==> src/rtl/scariv_alu_wakeup_pipe.sv <==
// Three-stage ALU execution pipe on the producer side of the scheduler wakeup protocol.
// EX0 drives the early wakeup broadcast; EX2 drives the register write and ROB completion.
module scariv_alu_wakeup_pipe #(
  parameter int unsigned DATA_W   = 64,
  parameter int unsigned RNID_W   = 7,
  parameter int unsigned CMT_ID_W = 6,
  parameter int unsigned GRP_W    = 4
) (
  input  logic                i_clk,
  input  logic                i_reset_n,

  input  logic                i_issue_valid,
  input  logic [2:0]          i_issue_op,
  input  logic                i_issue_wr_valid,
  input  logic [RNID_W-1:0]   i_issue_rnid,
  input  logic                i_issue_typ,
  input  logic [CMT_ID_W-1:0] i_issue_cmt_id,
  input  logic [GRP_W-1:0]    i_issue_grp_id,
  input  logic [DATA_W-1:0]   i_rs1_data,
  input  logic [DATA_W-1:0]   i_rs2_data,

  input  logic                i_commit_flush,
  input  logic                i_br_flush,
  input  logic [CMT_ID_W-1:0] i_br_cmt_id,
  input  logic [GRP_W-1:0]    i_br_grp_id,

  output logic                o_early_wr_valid,
  output logic [RNID_W-1:0]   o_early_wr_rnid,
  output logic                o_early_wr_typ,
  output logic                o_early_wr_may_mispred,

  output logic                o_phy_wr_valid,
  output logic [RNID_W-1:0]   o_phy_wr_rnid,
  output logic                o_phy_wr_typ,
  output logic [DATA_W-1:0]   o_phy_wr_data,

  output logic                o_done_valid,
  output logic [CMT_ID_W-1:0] o_done_cmt_id,
  output logic [GRP_W-1:0]    o_done_grp_id,

  output logic [15:0]         o_kill_cnt
);

  localparam int unsigned ShamtW = $clog2(DATA_W);

  localparam logic [2:0] OpAdd = 3'd0;
  localparam logic [2:0] OpSub = 3'd1;
  localparam logic [2:0] OpAnd = 3'd2;
  localparam logic [2:0] OpOr  = 3'd3;
  localparam logic [2:0] OpXor = 3'd4;
  localparam logic [2:0] OpSll = 3'd5;
  localparam logic [2:0] OpSrl = 3'd6;
  localparam logic [2:0] OpSlt = 3'd7;

  // EX0 stage
  logic                ex0_valid_q,    ex0_valid_d;
  logic [2:0]          ex0_op_q,       ex0_op_d;
  logic                ex0_wr_valid_q, ex0_wr_valid_d;
  logic [RNID_W-1:0]   ex0_rnid_q,     ex0_rnid_d;
  logic                ex0_typ_q,      ex0_typ_d;
  logic [CMT_ID_W-1:0] ex0_cmt_id_q,   ex0_cmt_id_d;
  logic [GRP_W-1:0]    ex0_grp_id_q,   ex0_grp_id_d;
  logic [DATA_W-1:0]   ex0_rs1_q,      ex0_rs1_d;
  logic [DATA_W-1:0]   ex0_rs2_q,      ex0_rs2_d;

  // EX1 stage
  logic                ex1_valid_q,    ex1_valid_d;
  logic                ex1_wr_valid_q, ex1_wr_valid_d;
  logic [RNID_W-1:0]   ex1_rnid_q,     ex1_rnid_d;
  logic                ex1_typ_q,      ex1_typ_d;
  logic [CMT_ID_W-1:0] ex1_cmt_id_q,   ex1_cmt_id_d;
  logic [GRP_W-1:0]    ex1_grp_id_q,   ex1_grp_id_d;
  logic [DATA_W-1:0]   ex1_result_q,   ex1_result_d;

  // EX2 stage
  logic                ex2_valid_q,    ex2_valid_d;
  logic                ex2_wr_valid_q, ex2_wr_valid_d;
  logic [RNID_W-1:0]   ex2_rnid_q,     ex2_rnid_d;
  logic                ex2_typ_q,      ex2_typ_d;
  logic [CMT_ID_W-1:0] ex2_cmt_id_q,   ex2_cmt_id_d;
  logic [GRP_W-1:0]    ex2_grp_id_q,   ex2_grp_id_d;
  logic [DATA_W-1:0]   ex2_result_q,   ex2_result_d;

  logic [15:0]         kill_cnt_q,     kill_cnt_d;

  logic                kill_issue;
  logic                kill_ex0;
  logic                kill_ex1;
  logic [1:0]          kill_num;
  logic [DATA_W-1:0]   alu_result;
  logic [ShamtW-1:0]   shamt;

  // Commit ids wrap: the MSB flips each lap, so a differing MSB inverts the age comparison.
  function automatic logic is_younger(input logic [CMT_ID_W-1:0] cmt,
                                      input logic [GRP_W-1:0]    grp,
                                      input logic [CMT_ID_W-1:0] br_cmt,
                                      input logic [GRP_W-1:0]    br_grp);
    logic                msb_eq;
    logic [CMT_ID_W-2:0] lo;
    logic [CMT_ID_W-2:0] br_lo;
    msb_eq = (cmt[CMT_ID_W-1] == br_cmt[CMT_ID_W-1]);
    lo     = cmt[CMT_ID_W-2:0];
    br_lo  = br_cmt[CMT_ID_W-2:0];
    if (cmt == br_cmt) begin
      return grp > br_grp;
    end
    return msb_eq ? (lo > br_lo) : (lo < br_lo);
  endfunction

  always_comb begin
    kill_issue = i_commit_flush |
                 (i_br_flush & is_younger(i_issue_cmt_id, i_issue_grp_id,
                                          i_br_cmt_id, i_br_grp_id));
    kill_ex0   = i_commit_flush |
                 (i_br_flush & is_younger(ex0_cmt_id_q, ex0_grp_id_q,
                                          i_br_cmt_id, i_br_grp_id));
    kill_ex1   = i_commit_flush |
                 (i_br_flush & is_younger(ex1_cmt_id_q, ex1_grp_id_q,
                                          i_br_cmt_id, i_br_grp_id));
  end

  always_comb begin
    shamt      = ex0_rs2_q[ShamtW-1:0];
    alu_result = '0;
    unique case (ex0_op_q)
      OpAdd:   alu_result = ex0_rs1_q + ex0_rs2_q;
      OpSub:   alu_result = ex0_rs1_q - ex0_rs2_q;
      OpAnd:   alu_result = ex0_rs1_q & ex0_rs2_q;
      OpOr:    alu_result = ex0_rs1_q | ex0_rs2_q;
      OpXor:   alu_result = ex0_rs1_q ^ ex0_rs2_q;
      OpSll:   alu_result = ex0_rs1_q << shamt;
      OpSrl:   alu_result = ex0_rs1_q >> shamt;
      OpSlt:   alu_result = {{(DATA_W-1){1'b0}},
                             ($signed(ex0_rs1_q) < $signed(ex0_rs2_q))};
      default: alu_result = '0;
    endcase
  end

  always_comb begin
    ex0_valid_d    = i_issue_valid & ~kill_issue;
    ex0_op_d       = i_issue_op;
    ex0_wr_valid_d = i_issue_wr_valid;
    ex0_rnid_d     = i_issue_rnid;
    ex0_typ_d      = i_issue_typ;
    ex0_cmt_id_d   = i_issue_cmt_id;
    ex0_grp_id_d   = i_issue_grp_id;
    ex0_rs1_d      = i_rs1_data;
    ex0_rs2_d      = i_rs2_data;

    ex1_valid_d    = ex0_valid_q & ~kill_ex0;
    ex1_wr_valid_d = ex0_wr_valid_q;
    ex1_rnid_d     = ex0_rnid_q;
    ex1_typ_d      = ex0_typ_q;
    ex1_cmt_id_d   = ex0_cmt_id_q;
    ex1_grp_id_d   = ex0_grp_id_q;
    ex1_result_d   = alu_result;

    ex2_valid_d    = ex1_valid_q & ~kill_ex1;
    ex2_wr_valid_d = ex1_wr_valid_q;
    ex2_rnid_d     = ex1_rnid_q;
    ex2_typ_d      = ex1_typ_q;
    ex2_cmt_id_d   = ex1_cmt_id_q;
    ex2_grp_id_d   = ex1_grp_id_q;
    ex2_result_d   = ex1_result_q;
  end

  // EX2 is not counted: it completes this cycle regardless of the kill.
  always_comb begin
    kill_num = {1'b0, i_issue_valid & kill_issue} +
               {1'b0, ex0_valid_q & kill_ex0} +
               {1'b0, ex1_valid_q & kill_ex1};
    if (kill_cnt_q > (16'hFFFF - {14'd0, kill_num})) begin
      kill_cnt_d = 16'hFFFF;
    end else begin
      kill_cnt_d = kill_cnt_q + {14'd0, kill_num};
    end
  end

  always_ff @(posedge i_clk or negedge i_reset_n) begin
    if (!i_reset_n) begin
      ex0_valid_q    <= 1'b0;
      ex0_op_q       <= '0;
      ex0_wr_valid_q <= 1'b0;
      ex0_rnid_q     <= '0;
      ex0_typ_q      <= 1'b0;
      ex0_cmt_id_q   <= '0;
      ex0_grp_id_q   <= '0;
      ex0_rs1_q      <= '0;
      ex0_rs2_q      <= '0;
      ex1_valid_q    <= 1'b0;
      ex1_wr_valid_q <= 1'b0;
      ex1_rnid_q     <= '0;
      ex1_typ_q      <= 1'b0;
      ex1_cmt_id_q   <= '0;
      ex1_grp_id_q   <= '0;
      ex1_result_q   <= '0;
      ex2_valid_q    <= 1'b0;
      ex2_wr_valid_q <= 1'b0;
      ex2_rnid_q     <= '0;
      ex2_typ_q      <= 1'b0;
      ex2_cmt_id_q   <= '0;
      ex2_grp_id_q   <= '0;
      ex2_result_q   <= '0;
      kill_cnt_q     <= '0;
    end else begin
      ex0_valid_q    <= ex0_valid_d;
      ex0_op_q       <= ex0_op_d;
      ex0_wr_valid_q <= ex0_wr_valid_d;
      ex0_rnid_q     <= ex0_rnid_d;
      ex0_typ_q      <= ex0_typ_d;
      ex0_cmt_id_q   <= ex0_cmt_id_d;
      ex0_grp_id_q   <= ex0_grp_id_d;
      ex0_rs1_q      <= ex0_rs1_d;
      ex0_rs2_q      <= ex0_rs2_d;
      ex1_valid_q    <= ex1_valid_d;
      ex1_wr_valid_q <= ex1_wr_valid_d;
      ex1_rnid_q     <= ex1_rnid_d;
      ex1_typ_q      <= ex1_typ_d;
      ex1_cmt_id_q   <= ex1_cmt_id_d;
      ex1_grp_id_q   <= ex1_grp_id_d;
      ex1_result_q   <= ex1_result_d;
      ex2_valid_q    <= ex2_valid_d;
      ex2_wr_valid_q <= ex2_wr_valid_d;
      ex2_rnid_q     <= ex2_rnid_d;
      ex2_typ_q      <= ex2_typ_d;
      ex2_cmt_id_q   <= ex2_cmt_id_d;
      ex2_grp_id_q   <= ex2_grp_id_d;
      ex2_result_q   <= ex2_result_d;
      kill_cnt_q     <= kill_cnt_d;
    end
  end

  assign o_early_wr_valid       = ex0_valid_q & ex0_wr_valid_q & ~kill_ex0;
  assign o_early_wr_rnid        = ex0_rnid_q;
  assign o_early_wr_typ         = ex0_typ_q;
  assign o_early_wr_may_mispred = 1'b0;

  assign o_phy_wr_valid = ex2_valid_q & ex2_wr_valid_q;
  assign o_phy_wr_rnid  = ex2_rnid_q;
  assign o_phy_wr_typ   = ex2_typ_q;
  assign o_phy_wr_data  = ex2_result_q;

  assign o_done_valid  = ex2_valid_q;
  assign o_done_cmt_id = ex2_cmt_id_q;
  assign o_done_grp_id = ex2_grp_id_q;

  assign o_kill_cnt = kill_cnt_q;

endmodule

==> config.mk <==
export PLATFORM = sky130hd
export DESIGN_NAME = scariv_alu_wakeup_pipe
export DESIGN_NICKNAME = d
export VERILOG_FILES = /design/src/rtl/scariv_alu_wakeup_pipe.sv
export SDC_FILE = /design/constraint.sdc
export NUM_CORES = 1
export LEC_CHECK = 0
export ABC_CLOCK_PERIOD_IN_PS = 6100
export CAP_MARGIN = 15
export CORE_MARGIN = 5
export CORE_UTILIZATION = 29
export CTS_CLUSTER_SIZE = 25
export DETAILED_ROUTE_END_ITERATION = 10
export HOLD_SLACK_MARGIN = 0.06
export PLACE_DENSITY = 0.52
export SYNTH_ARGS = -nofsm -noshare
export SYNTH_HDL_FRONTEND = slang
export SYNTH_SLANG_ARGS = --single-unit
==> constraint.sdc <==
create_clock -name i_clk -period 6.1 [get_ports i_clk]
set_input_delay 1.22 -clock i_clk [delete_from_list [all_inputs] [get_ports i_clk]]
set_output_delay 1.22 -clock i_clk [all_outputs]
set_load 0.03 [all_outputs]
==> qor.yml <==
outcome:
  run_status: "finished, final reports clean"
floorplan:
  floorplan.die.height_um: 329
  top_level_ports: 275
  row_count: 117
  die_w_um: 329
  core_area_um2: 101000
  starting_density_pct: 29.1
  fp.dieArea_um2: 108000
global_routing:
  grtUsageTotal_pct: 25.9
  vias_in_the_first_global_route: 28900
  globalRouteOverflowTotal: 0
  grt_max_degree: 150
  grt_pass1_wl_um: 207000
  antenna_found_initial: 13
clock_tree:
  clkTransAtPathRegs_ps: 60
  clock_sinks: 335
  numCtsBuffers: 41
  cts.path.max_buffers: 3
  cts_tree: "done"
  cts_setup_buffers: 0
  cts_root_cell: "sky130_fd_sc_hd__clkbuf_16"
  clock_insertion_delay_worst_skew_ps: 620
  htree_levels: 2
  holdBufCountCts: 0
  cts_repair_resize_count: 0
hold_path:
  hp-class: "reg -> reg"
routing:
  vias: 30100
  post-route-drc-count: 0
  route.detailed.wl_per_inst_um: 28.8
  drt_iter0_markers: 4303
  detail-route-antenna-nets: 0
  wire_length_after_detailed_routing_um: 145000
  drtPass1Iterations: 7
  post_drt_via_cell_ratio: 5.95
sta:
  setup_viol_count_final: 0
  report.final.hold_viol_count: 0
  timing.max_slew.rel_slack_pct: 19.9
  finalCritPeriodShare_pct: 90.1
  sum_of_negative_setup_slack_ps: 0
  fmax_ghz: 0.182
  period_needed_ps: 5500
  setup_skew_ps: 22.0
  slew_violations: 0
  tightestPinTransition_ps: 1200
  grt_setup_unrepaired: "false"
layout:
  nets: 4042
  finish.utilization_pct: 34.6
  postLayoutCellArea_um2: 35100
  share_of_final_layout_standard_cells_stronger_than_drive_strength_1_pct: 9.92
  highest_count_cells_in_the_layout_ignoring_fill_and_taps: "402 x sky130_fd_sc_hd__nor2_1, 351 x sky130_fd_sc_hd__a21oi_1, 329 x sky130_fd_sc_hd__dfrtp_1"
  post_layout_nonfiller_instances: 5053
  syn2layout_area_growth_pct: 18.8
  mostFrequentLayoutCell: "sky130_fd_sc_hd__nor2_1"
critical_path:
  cp_slowest_cell: "sky130_fd_sc_hd__clkdlybuf4s50_1"
  setup.worst_path.start_class: "input port"
  critPathKind: "in -> out"
  arrival_ps: 4280
  path_max_fanout: 3
  setup.worst_path.end_class: "output pin"
  crit_path_max_incr_delay_ps: 680
  crit_path_cell_trace: "clkdlybuf4s50_1 -> inv_1 -> ha_1 -> nor2b_1 -> o21a_1 -> o21a_1 -> o21ai_0 -> nand2b_1 -> mux2_2 -> nand2_1 -> o21ai_0 -> a21oi_1 -> and3_1 -> clkdlybuf4s50_1"
  worst-endpoint-required_ps: 4880
synthesis:
  ys_ff_latch: 335
  synth.cell_area_um2: 29500
  yosysWarningCount: 0
  synth_edf_count: 0
  ys_seq_area_share_pct: 28.4
  ys_dominant_reg_cell: "sky130_fd_sc_hd__dfrtp_1"
  average_instance_area_after_synthesis_um2: 8.47
  synth_cell_types: 103
  asyncSetResetFlopFracSynth_pct: 100
  syn_nets: 3882
  syn-instance-count: 3490
place:
  io_buffers: 273
  placed_cells: 4975
  gp_congestion: 1.09
  hpwl_um: 112000
  dpl-instance-area_um2: 33700
power:
  static-leakage-power_nw: 14.9
  power.ir.vdd_worst_uv: 256
  pwr_density_cell_nw_per_um2: 234
  p_total_mw: 8.20
job:
  max_cap_violations: 0
-- power breakdown --
group	internal, mW	switching (mW)
logic	1.04	1.94
clock network	1.54	1.04
registers	2.45	0.187
-- path summary, 6_finish.rpt --
path,start,slack [ps],endpoint,depth (start not counted)
setup / recovery,i_br_cmt_id[1],600,o_early_wr_valid,14
hold reg to reg,ex1_rnid_q[6],350,o_phy_wr_rnid[6],0
max in group asynchronous,i_reset_n,4260,o_phy_wr_data[19],2
setup reg to reg,ex0_rs2_q[1],1150,ex1_result_q[48],10
min in group asynchronous,i_reset_n,570,o_early_wr_rnid[6],1
hold / removal,ex1_rnid_q[6],350,o_phy_wr_rnid[6],0
-- through the flow --
stage	hold WS [ps]	worst slack, ps
after detailed placement	335	579
after floorplan	331	1540
after global routing	352	375
after global placement	332	559
after CTS	347	558
final	345	604
-- cells by family (layout without fill, tap and decap cells) --
group	after synthesis	count (layout)	synth area share (%)
AO/OA/AOI/OAI	1136	1136	25.2
XOR/XNOR	16	16	0.474
adder cells (fa/ha/maj)	227	227	9.72
buffers and inverters	490	679	7.04
flip-flops	335	335	28.4
multiplexers	272	272	13.7
other	1	7	0.0127
AND/OR/NAND/NOR	1013	1013	15.5
-- worst max-delay path: cells and delay by family --
kind                       cells  cell delay [ps]
adders and majority gates      1              310
AOI/OAI and AO/OA              5              780
muxes                          1              260
buffers and inverters          3             1210
and+or+nand+nor                4              470
-- registers in the layout, summed over array words and instances, names as in the netlist, 3 cells and up --
name	cells
ex0_cmt_id_q	6
ex0_grp_id_q	4
ex0_op_q	3
ex0_rs1_q	64
ex0_rs2_q	64
ex1_cmt_id_q	6
ex1_grp_id_q	4
ex1_result_q	64
ex1_rnid_q	7
o_done_cmt_id	6
o_done_grp_id	4
o_early_wr_rnid	7
o_kill_cnt	16
o_phy_wr_data	64
o_phy_wr_rnid	7
-- layout make-up --
class	instances	area (um^2)
repair buffers	367	3520
fillers	10600	66300
diodes	6	15.0
clock buffers	48	1080
inverters	240	902
multi-input cells	2665	19100
well taps	1368	1710
clock inverters	24	353
flip-flops and latches	335	8410
-- per-layer routing --
metal	vias up	routed length, um	part of all wire [%]	track usage, %
li1	13200	-	-	-
met3	324	16900	12	7.60
met4	8	6060	4.2	9.04
met2	1782	62400	43	38.9
met1	14800	59900	41	35.5
met5	-	59	0.041	0
-- synthesized netlist by cell type, types with 33 or more instances --
master                     instances  area (um^2)
sky130_fd_sc_hd__ha_1            223         2790
sky130_fd_sc_hd__a222oi_1         37          370
sky130_fd_sc_hd__o21ai_0         224         1120
sky130_fd_sc_hd__mux2i_1         128         1280
sky130_fd_sc_hd__inv_1           236          886
sky130_fd_sc_hd__nor3_1           56          280
sky130_fd_sc_hd__a21o_1           35          263
sky130_fd_sc_hd__mux4_2           97         2180
sky130_fd_sc_hd__mux2_2           43          484
sky130_fd_sc_hd__o22ai_1          33          206
sky130_fd_sc_hd__clkbuf_1        124          465
sky130_fd_sc_hd__dfrtp_1         335         8380
sky130_fd_sc_hd__buf_1            37          139
sky130_fd_sc_hd__nand3_1          68          340
sky130_fd_sc_hd__nand2_1         269         1010
sky130_fd_sc_hd__a211oi_1         55          413
sky130_fd_sc_hd__nor2_1          404         1520
sky130_fd_sc_hd__o31ai_1          33          248
sky130_fd_sc_hd__a21oi_1         351         1760
sky130_fd_sc_hd__o211ai_1         43          323
sky130_fd_sc_hd__buf_2            58          290
sky130_fd_sc_hd__nor4_1           33          206
No activity file was read; power rests on OpenSTA's default activity.
